<file path="src/rtl/writeback_stage.sv">
// Write-back stage: captures the MEM/WB register on each step pulse, drives a
// one-cycle register-file write, bypasses it onto decode reads, and keeps debug state.
module writeback_stage #(
  parameter int DATA_W = 32,
  parameter int REG_AW = 5,
  parameter int CNT_W  = 16
) (
  input  logic              clk,
  input  logic              reset,
  input  logic              step,
  input  logic              mem_valid,
  input  logic              mem_reg_write,
  input  logic              mem_to_reg,
  input  logic [DATA_W-1:0] mem_alu_result,
  input  logic [DATA_W-1:0] mem_read_data,
  input  logic [REG_AW-1:0] mem_write_reg,
  output logic              wb_reg_write,
  output logic [REG_AW-1:0] wb_write_reg,
  output logic [DATA_W-1:0] wb_write_data,
  input  logic [REG_AW-1:0] id_rs,
  input  logic [REG_AW-1:0] id_rt,
  input  logic [DATA_W-1:0] rf_rs_data,
  input  logic [DATA_W-1:0] rf_rt_data,
  output logic [DATA_W-1:0] dataRs,
  output logic [DATA_W-1:0] dataRt,
  output logic [CNT_W-1:0]  retired_count,
  output logic [DATA_W-1:0] last_write_data
);

  typedef enum logic {
    S_IDLE  = 1'b0,
    S_WRITE = 1'b1
  } wb_state_e;

  localparam logic [REG_AW-1:0] REG_ZERO = {REG_AW{1'b0}};
  localparam logic [CNT_W-1:0]  CNT_ONE  = {{(CNT_W-1){1'b0}}, 1'b1};

  wb_state_e           state_q, state_d;
  logic                wb_reg_write_q, wb_reg_write_d;
  logic [REG_AW-1:0]   wb_write_reg_q, wb_write_reg_d;
  logic [DATA_W-1:0]   wb_write_data_q, wb_write_data_d;
  logic [CNT_W-1:0]    retired_count_q, retired_count_d;
  logic [DATA_W-1:0]   last_write_data_q, last_write_data_d;
  logic [DATA_W-1:0]   data_rs_s, data_rt_s;

  // Next-state: a step loads a new slot; without a step the write pulse ends
  // but index/data are held. Commits come from the slot that was just presented.
  always_comb begin
    state_d           = state_q;
    wb_reg_write_d    = wb_reg_write_q;
    wb_write_reg_d    = wb_write_reg_q;
    wb_write_data_d   = wb_write_data_q;
    retired_count_d   = retired_count_q;
    last_write_data_d = last_write_data_q;

    if (step) begin
      wb_write_reg_d  = mem_write_reg;
      wb_write_data_d = mem_to_reg ? mem_read_data : mem_alu_result;
      state_d         = mem_valid ? S_WRITE : S_IDLE;
      wb_reg_write_d  = mem_valid & mem_reg_write & (mem_write_reg != REG_ZERO);
    end else begin
      state_d        = S_IDLE;
      wb_reg_write_d = 1'b0;
    end

    case (state_q)
      S_WRITE: begin
        retired_count_d = retired_count_q + CNT_ONE;
        if (wb_reg_write_q) begin
          last_write_data_d = wb_write_data_q;
        end else begin
          last_write_data_d = last_write_data_q;
        end
      end
      S_IDLE: begin
        retired_count_d = retired_count_q;
      end
      default: begin
        retired_count_d = retired_count_q;
      end
    endcase
  end

  // State registers; reset aborts any in-flight write before it can commit.
  always_ff @(posedge clk or posedge reset) begin
    if (reset) begin
      state_q           <= S_IDLE;
      wb_reg_write_q    <= 1'b0;
      wb_write_reg_q    <= REG_ZERO;
      wb_write_data_q   <= {DATA_W{1'b0}};
      retired_count_q   <= {CNT_W{1'b0}};
      last_write_data_q <= {DATA_W{1'b0}};
    end else begin
      state_q           <= state_d;
      wb_reg_write_q    <= wb_reg_write_d;
      wb_write_reg_q    <= wb_write_reg_d;
      wb_write_data_q   <= wb_write_data_d;
      retired_count_q   <= retired_count_d;
      last_write_data_q <= last_write_data_d;
    end
  end

  // Same-cycle bypass of the pending write onto decode reads; r0 is never bypassed.
  always_comb begin
    data_rs_s = rf_rs_data;
    data_rt_s = rf_rt_data;
    if (wb_reg_write_q && (id_rs == wb_write_reg_q) && (id_rs != REG_ZERO)) begin
      data_rs_s = wb_write_data_q;
    end else begin
      data_rs_s = rf_rs_data;
    end
    if (wb_reg_write_q && (id_rt == wb_write_reg_q) && (id_rt != REG_ZERO)) begin
      data_rt_s = wb_write_data_q;
    end else begin
      data_rt_s = rf_rt_data;
    end
  end

  assign wb_reg_write    = wb_reg_write_q;
  assign wb_write_reg    = wb_write_reg_q;
  assign wb_write_data   = wb_write_data_q;
  assign retired_count   = retired_count_q;
  assign last_write_data = last_write_data_q;
  assign dataRs          = data_rs_s;
  assign dataRt          = data_rt_s;

endmodule

</file>
<file path="config.mk">
export PLATFORM = sky130hd
export DESIGN_NAME = writeback_stage
export DESIGN_NICKNAME = d
export VERILOG_FILES = /design/src/rtl/writeback_stage.sv
export SDC_FILE = /design/constraint.sdc
export NUM_CORES = 1
export LEC_CHECK = 0
export CELL_PAD_IN_SITES_DETAIL_PLACEMENT = 0
export CELL_PAD_IN_SITES_GLOBAL_PLACEMENT = 1
export CORE_ASPECT_RATIO = 0.75
export CORE_MARGIN = 10
export CORE_UTILIZATION = 26
export DETAILED_ROUTE_END_ITERATION = 8
export PLACE_DENSITY = 0.85
export REMOVE_ABC_BUFFERS = 1
export SETUP_SLACK_MARGIN = 0.1
export SYNTH_ARGS = -nofsm -noshare
export SYNTH_HDL_FRONTEND = slang
export SYNTH_SLANG_ARGS = --single-unit
export TNS_END_PERCENT = 10
</file>
<file path="constraint.sdc">
create_clock -name clk -period 3.4 [get_ports clk]
set_input_delay 0.51 -clock clk [delete_from_list [all_inputs] [get_ports clk]]
set_output_delay 0.51 -clock clk [all_outputs]
set_load 0.05 [all_outputs]
</file>
==> run summary <==
Ant. Diodes: 0
status: completed
Final Cycle Share: 87.8%
Synth area leaders: dfrtp_1, mux2_1, mux2i_1, mux2_2, a21oi_1
Post-Synthesis Cell Area: 4510 µm²
count of cell types in the netlist: 28
slowest CP cell: clkdlybuf4s50_1
DIE AREA: 23,100 µm²
Lkg Pwr: 3.37 nW
area grow syn2layout: 74.7%
Layout Nets: 820
vias per std cell: 4.59
clk_lat worst skew: 0.34 ns
initial core utilization: 26.6%
Root Buffer: clkbuf_16
hold crit path type: in2async
H-tree Lvls: 3
row count: 41
worst slack, placed: 0.401 ns
# port buffers: 298
antenna violations before repair: 0
post-route DRC violation count: 0
total CTS buffers: 9
Hold Fails Final Rpt: 0
worst-path cell chain: clkdlybuf4s50_1, xnor2_1, nand3_1, a211oi_4, buf_4, mux2_1, buf_4
Iteration-0 DRC Markers: 130
IO Pins: 299
CTS Sinks: 87
Crit Path Class: in2out
Layout Skew: 0.00420 ns
number of max-cap violations: 0
CORE AREA: 16,900 µm²
most frequent cells in the layout: clkdlybuf4s50_1, dfrtp_1, mux2_1
Die X-Extent: 172 µm
Worst-path clk slew: 0.06 ns
Routed Antenna Nets: 0
VDD IR max: 205 µV
largest net degree at the start of global routing: 37
clk buf depth: 2
via count: 4,089
Post-Layout Cell Count: 890
Crit Path Max Fanout: 19
EDFF count, synth: 0
most common cell after layout, fill and taps aside: clkdlybuf4s50_1
WL/cell: 19.6 µm
WP data required: 2.89 ns
total track usage: 14.7%
PwrDens: 537 nW/µm²
worst path bufs/invs: 3
layout cells sized above 1: 18.8%
TritonCTS clock tree: yes
Worst setup SP type: input port
cell family with most CP delay: buffers and inverters
Hold WS: 0.439 ns
First-pass DRT Iterations: 4
Worst EP arrival: 2.48 ns
Yosys top cell by area: dfrtp_1
Post-DP HPWL: 14,300 µm
gp weighted congestion: 0.833
Avg Inst Size Synth: 12.1 µm²
FFs w/ async S/R, synth: 100%
Die Y: 134 µm
Syn. warnings: 0
Slew HR: 25.2%
crit path time final: 2.99 ns
post-synthesis cell count: 374
RSZ-0062 raised after global routing: false
Yosys top cell area share: 48.3%
highest clock rate: 335 MHz
Hold-fix buffers, CTS: 0
element type at the critical path end: primary output
post-synthesis sequential area ratio: 48.3%
Top FF cell, synth: dfrtp_1
Routed WL: 17,500 µm
Post-CTS Resized: 0
Worst path most repeated cell: buf_4
actual slew at the worst max-slew pin: 1.12 ns
number of global-route vias before repair: 4,625
fin. max-slew vios: 0
Final Setup Violations: 0
number of instances in the placed design: 874
post-CTS setup buffers: 0
first-pass GRT wire length: 26,500 µm
biggest cell delay along the critical path: 0.52 ns
Filler cells: 1,561
Synth Register Bits: 87
total gr overflow: 0
Final WS setup: 0.413 ns
==> metrics by stage <==
stage,area (µm²),utilization [%],setup TNS [ns],total power [mW]
CTS,7880,46.5,0,4.29
finish,7880,46.5,0,4.23
global placement,7570,44.7,0,3.24
detailed placement,7570,44.7,0,3.27
floorplan,4400,-,-7.81,2.47
global route,7880,46.5,0,4.42
==> report_power, final <==
part,switching (mW),total (mW),leakage (nW),internal [mW]
clock network,0.393,1.00,0.152,0.608
logic,1.14,1.83,2.18,0.690
registers,0.171,1.40,1.04,1.23
==> cell usage after synthesis (2+ instances only) <==
cell type / n
clkbuf_1: 7
buf_4: 6
dfrtp_1: 87
nand4_1: 3
xnor2_1: 13
nand3_1: 3
xor2_1: 10
buf_2: 3
mux2_2: 28
a211oi_2: 2
buf_1: 6
mux2_1: 74
mux2i_1: 32
nand2_1: 14
nor3_1: 2
nor2_1: 41
a21oi_1: 32
==> area by class of cell <==
cell class | count | area, µm² | area share, %
Inverter | 1 | 5.00 | 0.0635
Multi-Input combinational cell | 264 | 2240 | 28.4
Clock inverter | 5 | 56.3 | 0.715
Sequential cell | 87 | 2180 | 27.6
Timing Repair Buffer | 307 | 2880 | 36.6
Clock buffer | 11 | 253 | 3.21
Tap cell | 215 | 269 | 3.42
==> cells by family (layout without fill, tap and decap cells) <==
kind of cell / Yosys count / after routing / synth area share [%]
AO/OA/AOI/OAI: 37 / 37 / 4.88
adder cells (fa/ha/maj): 1 / 1 / 0.278
XOR/XNOR: 23 / 23 / 4.47
flip-flops: 87 / 87 / 48.3
AND/OR/NAND/NOR: 69 / 69 / 6.99
multiplexers: 134 / 134 / 32.6
buffers and inverters: 23 / 324 / 2.50
==> metal layers <==
metal,share of wire [%],vias up,global-route usage (%)
met5,0,-,0
met4,1.2,0,3.87
met3,11,14,6.83
met2,50,190,26.6
met1,37,1975,14.8
li1,-,1910,-
==> path summary, 6_finish.rpt <==
check | from | to | slack, ns | cells after the start
worst max-delay path | id_rs[3] | dataRs[14] | 0.41 | 7
worst min-delay path | reset | wb_write_data[10] | 0.44 | 2
worst max register to register | state_q | last_write_data[25] | 1.75 | 2
worst min register to register | retired_count[15] | retired_count[15] | 0.49 | 1
max in group asynchronous | reset | retired_count[11] | 2.19 | 3
min in group clk | retired_count[15] | retired_count[15] | 0.49 | 1
(Power assumes the default switching activity.)
